==> config.mk <==
export PLATFORM = sky130hd
export DESIGN_NAME = cpu_clock_ctrl
export DESIGN_NICKNAME = d
export VERILOG_FILES = /design/src/rtl/cpu_clock_ctrl.sv
export SDC_FILE = /design/constraint.sdc
export NUM_CORES = 1
export LEC_CHECK = 0
export ABC_AREA = 1
export CAP_MARGIN = 40
export CELL_PAD_IN_SITES_DETAIL_PLACEMENT = 2
export CELL_PAD_IN_SITES_GLOBAL_PLACEMENT = 2
export CORE_MARGIN = 1
export CORE_UTILIZATION = 29
export CTS_BUF_LIST = sky130_fd_sc_hd__clkbuf_8
export CTS_CLUSTER_DIAMETER = 80
export DETAILED_ROUTE_END_ITERATION = 10
export PLACE_DENSITY_LB_ADDON = 0.1
export REMOVE_ABC_BUFFERS = 1
export SYNTH_ARGS = -nofsm -noshare
export SYNTH_HDL_FRONTEND = slang
export SYNTH_SLANG_ARGS = --single-unit
==> constraint.sdc <==
create_clock -name clk -period 1.2 [get_ports clk]
set_clock_uncertainty 0.05 [all_clocks]
set_input_delay 0.3 -clock clk [delete_from_list [all_inputs] [get_ports clk]]
set_output_delay 0.3 -clock clk [all_outputs]
set_load 0.01 [all_outputs]
==> src/rtl/cpu_clock_ctrl.sv <==
// cpu_clock_ctrl: debounced single-step / auto-run CPU clock-enable generator with sticky halt.
// Latency: manual step pulse 2 (sync) + DEBOUNCE_CYCLES + 1 clk after the button falls; auto pulse every AUTO_DIV clk.
// No backpressure: HALTED holds cpu_clk_en low until reset. Step counter present only with CPU_CLOCK_CTRL_STEP_COUNT_EN.
module cpu_clock_ctrl #(
  parameter int DEBOUNCE_CYCLES = 16,
  parameter int AUTO_DIV        = 8
) (
  input  logic       clk,
  input  logic       rst_n,
  input  logic       btn_step_n,
  input  logic       slide_switch,
  input  logic       halt,
  output logic       cpu_clk_en,
  output logic       run_led,
  output logic       halt_led,
  output logic [7:0] step_count
);

  localparam int DB_W  = (DEBOUNCE_CYCLES > 1) ? $clog2(DEBOUNCE_CYCLES) : 1;
  localparam int DIV_W = $clog2(AUTO_DIV);

  localparam logic [DB_W-1:0]  DB_LAST  = DB_W'(DEBOUNCE_CYCLES - 1);
  localparam logic [DIV_W-1:0] DIV_LAST = DIV_W'(AUTO_DIV - 1);

  localparam logic [1:0] ST_MANUAL = 2'd0;
  localparam logic [1:0] ST_AUTO   = 2'd1;
  localparam logic [1:0] ST_HALTED = 2'd2;

  logic             btn_meta_q, btn_sync_q;
  logic             mode_meta_q, mode_sync_q;
  logic [DB_W-1:0]  db_cnt_q, db_cnt_d;
  logic             btn_stable_q, btn_stable_d;
  logic             btn_prev_q;
  logic             press_evt;
  logic [1:0]       state_q, state_d;
  logic [DIV_W-1:0] div_q, div_d;
  logic             clk_en_q, clk_en_d;
  logic             run_led_q, halt_led_q;

  // Two-flop synchronizers; button idles high (released), switch idles low (manual).
  always_ff @(posedge clk) begin
    if (!rst_n) begin
      btn_meta_q  <= 1'b1;
      btn_sync_q  <= 1'b1;
      mode_meta_q <= 1'b0;
      mode_sync_q <= 1'b0;
    end else begin
      btn_meta_q  <= btn_step_n;
      btn_sync_q  <= btn_meta_q;
      mode_meta_q <= slide_switch;
      mode_sync_q <= mode_meta_q;
    end
  end

  // Debounce: accept a new level only after it differs from the stable one for DEBOUNCE_CYCLES cycles in a row.
  always_comb begin
    db_cnt_d     = db_cnt_q;
    btn_stable_d = btn_stable_q;
    if (btn_sync_q != btn_stable_q) begin
      if (db_cnt_q == DB_LAST) begin
        btn_stable_d = btn_sync_q;
        db_cnt_d     = '0;
      end else begin
        db_cnt_d = db_cnt_q + 1'b1;
      end
    end else begin
      db_cnt_d = '0;
    end
  end

  // Debounce state plus a delayed copy of the stable level for edge detection.
  always_ff @(posedge clk) begin
    if (!rst_n) begin
      db_cnt_q     <= '0;
      btn_stable_q <= 1'b1;
      btn_prev_q   <= 1'b1;
    end else begin
      db_cnt_q     <= db_cnt_d;
      btn_stable_q <= btn_stable_d;
      btn_prev_q   <= btn_stable_q;
    end
  end

  // A press is the stable level falling; release and holding produce nothing further.
  assign press_evt = btn_prev_q & ~btn_stable_q;

  // Mode FSM and step-pulse decision; halt wins over any pulse source in the same cycle.
  always_comb begin
    state_d  = state_q;
    div_d    = div_q;
    clk_en_d = 1'b0;
    case (state_q)
      ST_MANUAL: begin
        if (halt) begin
          state_d = ST_HALTED;
        end else begin
          clk_en_d = press_evt;
          if (mode_sync_q) begin
            state_d = ST_AUTO;
            div_d   = '0;
          end
        end
      end
      ST_AUTO: begin
        if (halt) begin
          state_d = ST_HALTED;
        end else begin
          clk_en_d = (div_q == DIV_LAST);
          div_d    = (div_q == DIV_LAST) ? '0 : div_q + 1'b1;
          if (!mode_sync_q) begin
            state_d = ST_MANUAL;
          end
        end
      end
      ST_HALTED: begin
        state_d = ST_HALTED;
      end
      default: begin
        state_d = ST_MANUAL;
      end
    endcase
  end

  // State, divider, registered step pulse and LED decodes.
  always_ff @(posedge clk) begin
    if (!rst_n) begin
      state_q    <= ST_MANUAL;
      div_q      <= '0;
      clk_en_q   <= 1'b0;
      run_led_q  <= 1'b0;
      halt_led_q <= 1'b0;
    end else begin
      state_q    <= state_d;
      div_q      <= div_d;
      clk_en_q   <= clk_en_d;
      run_led_q  <= (state_d == ST_AUTO);
      halt_led_q <= (state_d == ST_HALTED);
    end
  end

  assign cpu_clk_en = clk_en_q;
  assign run_led    = run_led_q;
  assign halt_led   = halt_led_q;

`ifdef CPU_CLOCK_CTRL_STEP_COUNT_EN
  logic [7:0] step_cnt_q;

  // Count issued steps, updating on the same edge the pulse appears so the value includes it.
  always_ff @(posedge clk) begin
    if (!rst_n) begin
      step_cnt_q <= 8'h00;
    end else if (clk_en_d) begin
      step_cnt_q <= step_cnt_q + 8'd1;
    end
  end

  assign step_count = step_cnt_q;
`else
  assign step_count = 8'h00;
`endif

endmodule

==> key figures, run 1 <==
Run status
  • Status: finished, final reports clean

Cells and area
  • Layout area overhead: 21.03%
  • Nets: 115
  • Final Non-Filler Cells: 136
  • Fraction of layout cells with a size suffix above 1: 19.81%
  • Final instance area: 914.6 sq um
  • ANT cells: 0

Synthesis
  • Simple logic cell fraction of the synthesized area: 22.35%
  • Largest area contributor in the netlist: dfxtp_1
  • Synth warn: 0
  • Xor/xnor share of the synthesized area: 1.159%
  • Post-Synthesis Cells: 92
  • Register area share after synthesis: 47.68%
  • Prevailing post-synth register cell: dfxtp_1
  • Post-synthesis async set-or-reset flop share: 0%
  • Post-synth EDFFs: 0
  • Synthesized area per cell: 8.214 sq um
  • Share of the synthesized area in the top cell type: 47.68%
  • Synth Area in Compound Gates: 7.450%
  • Post-Synth Adder-Cell Area: 4.967%
  • Distinct cell type count after synthesis: 22
  • Area contributors post-synth: dfxtp_1, buf_4, nand2_1, nor2_1, inv_1
  • Netlist Area Pre-Place: 755.7 sq um
  • Seq cells post-synth: 18
  • Mux share of post-synthesis cell area: 0%
  • Combinational family with the most area after synthesis: simple AND/OR/NAND/NOR gates

Clock tree
  • Number of buffers created by CTS: 3
  • Worst-path clk slew: 70 ps
  • H-tree depth reported by CTS: 1
  • Clock sinks: 18
  • CTS tree: yes
  • Root Driver: clkbuf_8
  • Worst skew pair latency: 250 ps
  • Hold buffer count at CTS: 0
  • CTS max path bufs: 2

Global route
  • Grt ovf: 0
  • First-pass GRT wire length: 2539 um
  • Vias in the first global route: 599
  • Initial antenna violation count: 0
  • Largest net degree at the start of global routing: 11
  • GRT Total Usage: 12.97%

Power and ir drop
  • Sw Pwr: 0.2629 mW
  • Net Sw Frac: 21.76%
  • Clk pwr share: 40.6%
  • Post-layout power: 1.208 mW
  • Leakage power: 0.4287 nW
  • Comb pwr share: 7.6%
  • Worst vdd ir: 0.0007313 V
  • Cell internal pwr: 0.9453 mW
  • Sequential share of power: 51.8%
  • Pwr per Cell Area: 1321 mW/mm^2

Timing
  • RSZ-0062 raised after global routing: yes
  • Crit share post-route: 98.05%
  • Hold Vio Cnt, Final: 0
  • Worst Slack Setup Final: 23.35 ps
  • Setup_tns: 0 ps
  • Fin crit period: 1177 ps
  • Final Slew Violations: 0
  • Final setup viols: 0
  • Achievable frequency: 0.8499 GHz

Drt
  • Drt pass-1 iters: 3
  • DR WL/cell: 11.44 um
  • DR iter-0 viols: 2
  • Post-route ant nets: 0
  • Routed via count: 568
  • DR DRC count: 0
  • Routed WL: 1556 um
  • Vias per cell: 4.176

Floorplanning
  • Row cnt: 18
  • Core area: 0.002477 sq mm
  • Die X: 53.05 um
  • Initial Utilization: 30.51%
  • Die Y: 53.05 um
  • Io pins: 16
  • Full die area: 0.002814 sq mm

Placement
  • IO Port Bufs: 7
  • Placed Area: 848.3 sq um
  • Pre-CTS setup slack: -178.7 ps
  • GPL Wtd Cong: 0.6852
  • HPWL after DPL: 1204 um
  • Placed Cells: 131

Worst setup path
  • Crit path kind: flop to flop
  • Kind of end point of the critical path: flop
  • Worst Path Max Fanout: 3
  • Startpoint Class: flop
  • Req. time, crit path: 1300 ps
  • Crit path DAT: 1280 ps

Min path
  • Hold Crit Class: flop to flop

Flow run
  • Max-cap viol count: 0
[metrics by stage]
step	hold slack (ps)	util [%]
5_1_grt	396.8	36.92
4_1_cts	381.7	36.31
6_report	373.9	36.92
3_5_place_dp	354.6	34.24
2_1_floorplan	319.1	-
3_3_place_gp	347.9	34.24
[worst max-delay path: stages (launching register included)]
cell	delay, ps
dfxtp_2	330
ha_2	180
ha_2	170
buf_4	130
o211ai_1	170
nor2_1	50
[routing by layer]
metal / GRT usage, % / vias to the layer above / wire, um
met3: 2.586 / 2 / 45
li1: - / 296 / -
met2: 22.57 / 9 / 810
met5: 0 / - / 0
met1: 14.80 / 261 / 690
met4: 6.579 / 0 / 10
[cells by family after synthesis]
| family | count (synthesis) |
|---|---|
| AOI/OAI and AO/OA | 9 |
| xor gates and xnor gates | 1 |
| adders and majority gates | 3 |
| buffers and inverters | 22 |
| DFF | 18 |
| other | 1 |
| and+or+nand+nor | 38 |
[flip-flops by register name (all words and copies together), names as in the netlist]
name / cells
mode_meta_q: 1
run_led: 1
halt_led: 1
state_q: 2
div_q: 3
mode_sync_q: 1
btn_prev_q: 1
cpu_clk_en: 1
db_cnt_q: 4
btn_meta_q: 1
btn_stable_q: 1
btn_sync_q: 1
[area by class of cell]
cell class | count | area [sq um]
Fill cell | 291 | 1563
Timing Repair Buffer | 12 | 102.6
Sequential cell | 18 | 361.6
Multi-Input combinational cell | 59 | 309.0
Inverter | 13 | 48.80
Tap cell | 30 | 37.54
Clock buffer | 4 | 55.05
[synthesized netlist by cell type, drive strengths merged, types with 2 or more instances]
cell type / instances
inv: 13
or2: 2
nand2: 16
ha: 3
dfxtp: 18
nor2: 14
a211oi: 2
nand3: 3
nor3: 2
buf: 9
a21oi: 5
[repair_timing]
| action | CTS | global route |
|---|---|---|
| endpoints found under the setup margin | 3 | 5 |
| buffers inserted | 0 | 1 |
| pin swaps | 0 | 2 |
| gates resized for setup | 3 | 8 |
[final timing paths]
check,to,from,slack [ps],cells after the start
worst max-delay path,cpu_clk_en,div_q[0],20,5
worst min-delay path,mode_sync_q,mode_meta_q,370,2
worst max register to register,cpu_clk_en,div_q[0],20,5
worst min register to register,mode_sync_q,mode_meta_q,370,2
[power groups by stage]
stage          logic (mW)  clock network, mW  registers [mW]
6_report           0.0919              0.491           0.625
5_1_grt             0.104              0.533           0.627
4_1_cts            0.0926              0.510           0.625
3_5_place_dp       0.0935                  0           0.638
3_3_place_gp       0.0904                  0           0.638
2_1_floorplan      0.0476                  0           0.637
[cell usage in the layout, fill, tap and decap left out, drive strengths merged]
cell type / n
dfxtp: 18
o211ai: 1
clkdlybuf4s15: 2
nor3: 2
xnor2: 1
clkbuf: 5
inv: 13
a211oi: 2
clkdlybuf4s50: 4
or2: 2
ha: 3
conb: 8
a21oi: 5
nand3: 3
nand2: 16
buf: 5
nand4: 1
o21ai: 1
nor2: 14
(Power assumes the default switching activity.)
==> run 2: changes to the inputs <==
CELL_PAD_IN_SITES_DETAIL_PLACEMENT = 0   (was 2)
CELL_PAD_IN_SITES_GLOBAL_PLACEMENT = 1   (was 2)
CORE_UTILIZATION = 37   (was 29)
==> run 2 against run 1 <==
Sequential power hardly changed. Total power shrank 7.9%. Largest cell class unchanged. Largest power group unchanged. Die area fell by 21%. First-iteration DRC count did not move. Critical path type is now flop to output pin. Critical endpoint is now cpu_clk_en. Sequential share of layout area grew 1.3 points. Global-route usage is 0.90 points lower.
==> key figures, run 2 (synthesis results as in run 1) <==
Timing
  • Crit share post-route: 96.64% (-1.4 points)
  • Setup_tns: 0 ps (unchanged)
  • Achievable frequency: 0.8623 GHz (+1.5%)
  • WHS: 359.1 ps (-14.83 ps)
  • Final Slew Violations: 0 (unchanged)
  • Hold Vio Cnt, Final: 0 (unchanged)
  • Final setup viols: 0 (unchanged)
  • Fin crit period: 1160 ps (-16.98 ps)
  • RSZ-0062 raised after global routing: no

Global route
  • Vias in the first global route: 433 (-28%)
  • Initial antenna violation count: 0 (unchanged)
  • Largest net degree at the start of global routing: 10 (-1)
  • Grt ovf: 0 (unchanged)
  • First-pass GRT wire length: 1807 um (-29%)
  • GRT Total Usage: 12.07% (-0.90 points)

Min path
  • Hold Crit Class: flop to flop

Cells and area
  • Final core utilization: 48.59% (+12 points)
  • Most common cell after layout, fill and taps aside: dfxtp_1
  • Nets: 114 (-0.87%)
  • Max reg flops: 4 (unchanged)
  • Most frequent cells in the layout: dfxtp_1, nand2_1, nor2_1, inv_1, conb_1
  • Largest Register: db_cnt_q
  • ANT cells: 0 (unchanged)
  • Top Registers: db_cnt_q: 4 flops, div_q: 3 flops, state_q: 2 flops
  • Layout area overhead: 17.05%
  • Fraction of layout cells with a size suffix above 1: 15.38% (-4.4 points)

Clock tree
  • Setup bufs post-CTS: 0 (unchanged)
  • Number of buffers created by CTS: 3 (unchanged)
  • CTS tree: yes
  • H-tree depth reported by CTS: 1 (unchanged)
  • CTS max path bufs: 2 (unchanged)
  • Hold buffer count at CTS: 0 (unchanged)
  • Root Driver: clkbuf_8
  • Worst skew pair latency: 250 ps (about the same)
  • Clock sinks: 18 (unchanged)
  • Worst-path clk slew: 60 ps (about the same)

Floorplanning
  • Die X: 47.20 um (-11%)
  • Core area: 0.001821 sq mm (-27%)
  • Full die area: 0.002227 sq mm (-21%)
  • Row cnt: 15 (-3)
  • Initial Utilization: 41.51% (+11 points)
  • Io pins: 16 (unchanged)
  • Die Y: 47.20 um (-11%)

Drt
  • Routed via count: 522 (-8.1%)
  • Routed WL: 1048 um (-33%)
  • DR DRC count: 0 (unchanged)
  • Drt pass-1 iters: 4 (+1)
  • DR WL/cell: 8.124 um (-29%)
  • Vias per cell: 4.047 (-3.1%)
  • DR iter-0 viols: 2 (unchanged)
  • Post-route ant nets: 0 (unchanged)

Flow run
  • Max-cap viol count: 0 (unchanged)

Worst setup path
  • Worst Path Buf+Inv: 1 (unchanged)
  • Crit-path max cell delay: 290 ps (-40 ps)
  • CP top delay family: flip-flops
  • Slowest cell on the critical path: dfxtp_1
  • Req. time, crit path: 850 ps (-450 ps)
  • Kind of end point of the critical path: output pin
  • Crit path DAT: 810 ps (-470 ps)
  • Crit-path cells: dlygate4sd2_1
  • Startpoint Class: flop
  • Crit path kind: flop to output pin
  • Worst Path Max Fanout: 1 (-2)

Placement
  • HPWL after DPL: 801.8 um (-33%)
  • GPL Wtd Cong: 0.7383 (+7.7%)
  • IO Port Bufs: 7 (unchanged)

Power and ir drop
  • Pwr per Cell Area: 1257 mW/mm^2 (-4.8%)
  • Worst vdd ir: 0.0007853 V (+7.4%)
  • Post-layout power: 1.112 mW (-7.9%)
  • Leakage power: 0.4256 nW (-0.71%)

Run status
  • Status: finished, final reports clean
-- run 2: stage by stage --
stage | std cells | setup WS, ps | area [sq um]
global placement | 126 | -124.7 | 842.1
finish | 129 | 40.33 | 884.6
global route | 129 | 1.249 | 884.6
floorplan | 90 | 134.3 | 710.7
detailed placement | 126 | -141.5 | 842.1
CTS | 129 | 30.14 | 879.6
-- run 2: what timing repair did --
item                                    CTS  global route
gates resized for setup                   3             3
hold endpoints to repair                  0             0
endpoints found under the setup margin    3             4
-- run 2: where the power goes --
group	total, mW	internal [mW]	switching, mW	leakage (nW)
logic	0.0870	0.0398	0.0473	0.257
clock network	0.401	0.223	0.178	0.0216
registers	0.624	0.615	0.00958	0.147
-- run 2: layer usage --
metal / vias up / global-route usage, % / part of all wire, %
li1: 294 / - / -
met1: 207 / 14.78 / 53
met2: 18 / 17.22 / 39
met3: 3 / 6.923 / 7.3
met4: 0 / 5.143 / 1.2
met5: - / 0 / 0
-- run 2: worst reg2reg max path, cell delays in order, from the launching register on --
cell and delay (ps):
dfxtp_2 330, ha_1 200, ha_2 180, nor2_1 80
nand2_1 50, nand2_1 60, nand2_1 40, nor2_1 70
-- run 2: worst paths after layout --
path                                 start    endpoint  slack (ps)  cells after the start
worst min-delay path            btn_meta_q  btn_sync_q         360                      1
worst max-delay path            cpu_clk_en  cpu_clk_en          40                      1
worst min register to register  btn_meta_q  btn_sync_q         360                      1
worst max register to register    div_q[0]    div_q[0]          70                      7
-- run 2: area by class of cell --
| class | count | area [sq um] |
|---|---|---|
| fillers | 196 | 935.9 |
| flip-flops and latches | 18 | 361.6 |
| multi-input cells | 59 | 304.0 |
| repair buffers | 11 | 97.59 |
| inverters | 13 | 48.80 |
| clock buffers | 3 | 41.29 |
| well taps | 25 | 31.28 |
==> run 3: changes to the inputs <==
clock period = 1.18 ns   (was 1.2 ns; I/O delays follow)
==> run 3 against run 2 <==
Critical path type is now flop to flop. Clock power is 2% higher. Sequential power rose by 2%. Combinational power grew 0.5%. Die area unchanged. Via count up 0.19%. Sequential cell count stayed put. Wire length shrank 0.48%.
==> key figures, run 3 (synthesis results as in run 1) <==
Power and ir drop
  • Pwr per Cell Area: 1274 mW/mm^2 (+1.3%)
  • Post-layout power: 1.130 mW (+1.6%)
  • Worst vdd ir: 0.0007986 V (+1.7%)
  • Leakage power: 0.4182 nW (-1.7%)

Worst setup path
  • R2R depth: 7 (unchanged)
  • Kind of end point of the critical path: flop
  • Crit path DAT: 1270 ps (+460 ps)
  • Crit path kind: flop to flop
  • Startpoint Class: flop
  • Worst Path Max Fanout: 3 (+2)
  • Req. time, crit path: 1320 ps (+470 ps)
  • Reg2reg end: div_q[0]
  • Setup slack, reg-to-reg: 50 ps (-20 ps)
  • Reg2Reg Launch Point: div_q[0]

Drt
  • Routed WL: 1043 um (-0.48%)
  • DR DRC count: 0 (unchanged)
  • Post-route ant nets: 0 (unchanged)
  • DR iter-0 viols: 2 (unchanged)
  • DR WL/cell: 8.085 um (-0.48%)
  • Drt pass-1 iters: 4 (unchanged)
  • Vias per cell: 4.054 (+0.19%)
  • Routed via count: 523 (+0.19%)

Min path
  • Hold Crit Class: flop to flop
  • Worst Hold End: btn_sync_q
  • Hold_sp: btn_meta_q
  • Hold Path Depth: 1 (unchanged)

Timing
  • RSZ-0062 raised after global routing: yes
  • Crit share post-route: 95.84%
  • Hold Vio Cnt, Final: 0 (unchanged)
  • Final Slew Violations: 0 (unchanged)
  • Final setup viols: 0 (unchanged)
  • Fin crit period: 1131 ps
  • Achievable frequency: 0.8843 GHz

Placement
  • HPWL after DPL: 801.8 um (unchanged)
  • GPL Wtd Cong: 0.7383 (unchanged)
  • Placed Area: 842.1 sq um (unchanged)
  • Placed Cells: 126 (unchanged)
  • IO Port Bufs: 7 (unchanged)

Cells and area
  • Top Registers: db_cnt_q: 4 flops, div_q: 3 flops, state_q: 2 flops
  • Fraction of layout cells with a size suffix above 1: 17.31% (+1.9 points)
  • Final instance area: 887.1 sq um (+0.28%)
  • Final Non-Filler Cells: 129 (unchanged)
  • Fill cells: 194 (-1.0%)
  • Most common cell after layout, fill and taps aside: dfxtp_1
  • Layout area overhead: 17.38%
  • Most frequent cells in the layout: dfxtp_1, nand2_1, nor2_1, inv_1, conb_1
  • Largest Register: db_cnt_q
  • ANT cells: 0 (unchanged)
  • Max reg flops: 4 (unchanged)
  • Nets: 114 (unchanged)

Global route
  • Vias in the first global route: 433 (unchanged)
  • Grt ovf: 0 (unchanged)
  • Largest net degree at the start of global routing: 10 (unchanged)
  • GRT Total Usage: 12.07% (unchanged)
  • Initial antenna violation count: 0 (unchanged)
  • First-pass GRT wire length: 1807 um (unchanged)

Clock tree
  • Clock sinks: 18 (unchanged)
  • Worst-path clk slew: 60 ps (about the same)
  • H-tree depth reported by CTS: 1 (unchanged)
  • CTS tree: yes
  • Number of buffers created by CTS: 3 (unchanged)
  • Root Driver: clkbuf_8
  • CTS max path bufs: 2 (unchanged)
  • Worst skew pair latency: 250 ps (about the same)

Floorplanning
  • Core area: 0.001821 sq mm (unchanged)
  • Io pins: 16 (unchanged)
  • Die X: 47.20 um (unchanged)
  • Die Y: 47.20 um (unchanged)
  • Initial Utilization: 41.51% (unchanged)
  • Full die area: 0.002227 sq mm (unchanged)
  • Row cnt: 15 (unchanged)

Run status
  • Status: finished, final reports clean

Flow run
  • Max-cap viol count: 0 (unchanged)
==> run 3: area by class of cell <==
cell class,count,area [sq um],area share (%)
Inverter,13,48.80,5.501
Clock buffer,3,41.29,4.654
Tap cell,25,31.28,3.526
Timing Repair Buffer,11,95.09,10.72
Sequential cell,18,361.6,40.76
Multi-Input combinational cell,59,309.0,34.84
==> run 3: stage by stage <==
stage | hold WS, ps | util [%] | TNS (ps) | worst slack [ps]
floorplan | 314.1 | - | 0 | 114.3
global placement | 344.0 | 46.25 | -1479 | -139.7
detailed placement | 349.8 | 46.25 | -1665 | -156.5
CTS | 365.3 | 48.32 | 0 | 10.75
global route | 370.6 | 48.73 | -16.27 | -15.83
finish | 359.1 | 48.73 | 0 | 49.11
==> run 3: power by group <==
group | internal (mW) | total, mW | switching [mW]
Combinational | 0.0394 | 0.0874 | 0.0481
Clock | 0.226 | 0.408 | 0.181
Sequential | 0.625 | 0.635 | 0.00976
==> run 3: routing by layer <==
layer  wire length, um  vias to the layer above  GRT usage [%]
li1                  -                      294              -
met1               547                      208          14.78
met2               409                       18          17.22
met3                73                        3          6.923
met4                13                        0          5.143
met5                 0                        -              0
==> run 3: critical path, stage by stage, from the launching register on <==
cell	delay [ps]
dfxtp_2	330
ha_1	200
ha_2	180
nor2_1	80
nand2_1	50
nand2_1	60
nand2_1	40
nor2_1	70
==> run 3: worst max path at each step <==
| stage | start | end | slack, ps |
|---|---|---|---|
| 6_report | div_q[0] | div_q[0] | 50 |
| 2_1_floorplan | div_q[0] | div_q[0] | 110 |
| 3_5_place_dp | halt | div_q[1] | -160 |
| 4_1_cts | div_q[0] | cpu_clk_en | 10 |
| 3_3_place_gp | halt | div_q[1] | -140 |
| 5_1_grt | div_q[0] | div_q[0] | -20 |
==> run 3: repair_timing <==
action | 4_1_cts | 5_1_grt
buffers inserted | 0 | 0
setup endpoints to repair | 3 | 8
gates cloned | 0 | 0
gates resized for setup | 3 | 7
hold buffers | 0 | 0
pin swaps | 0 | 0
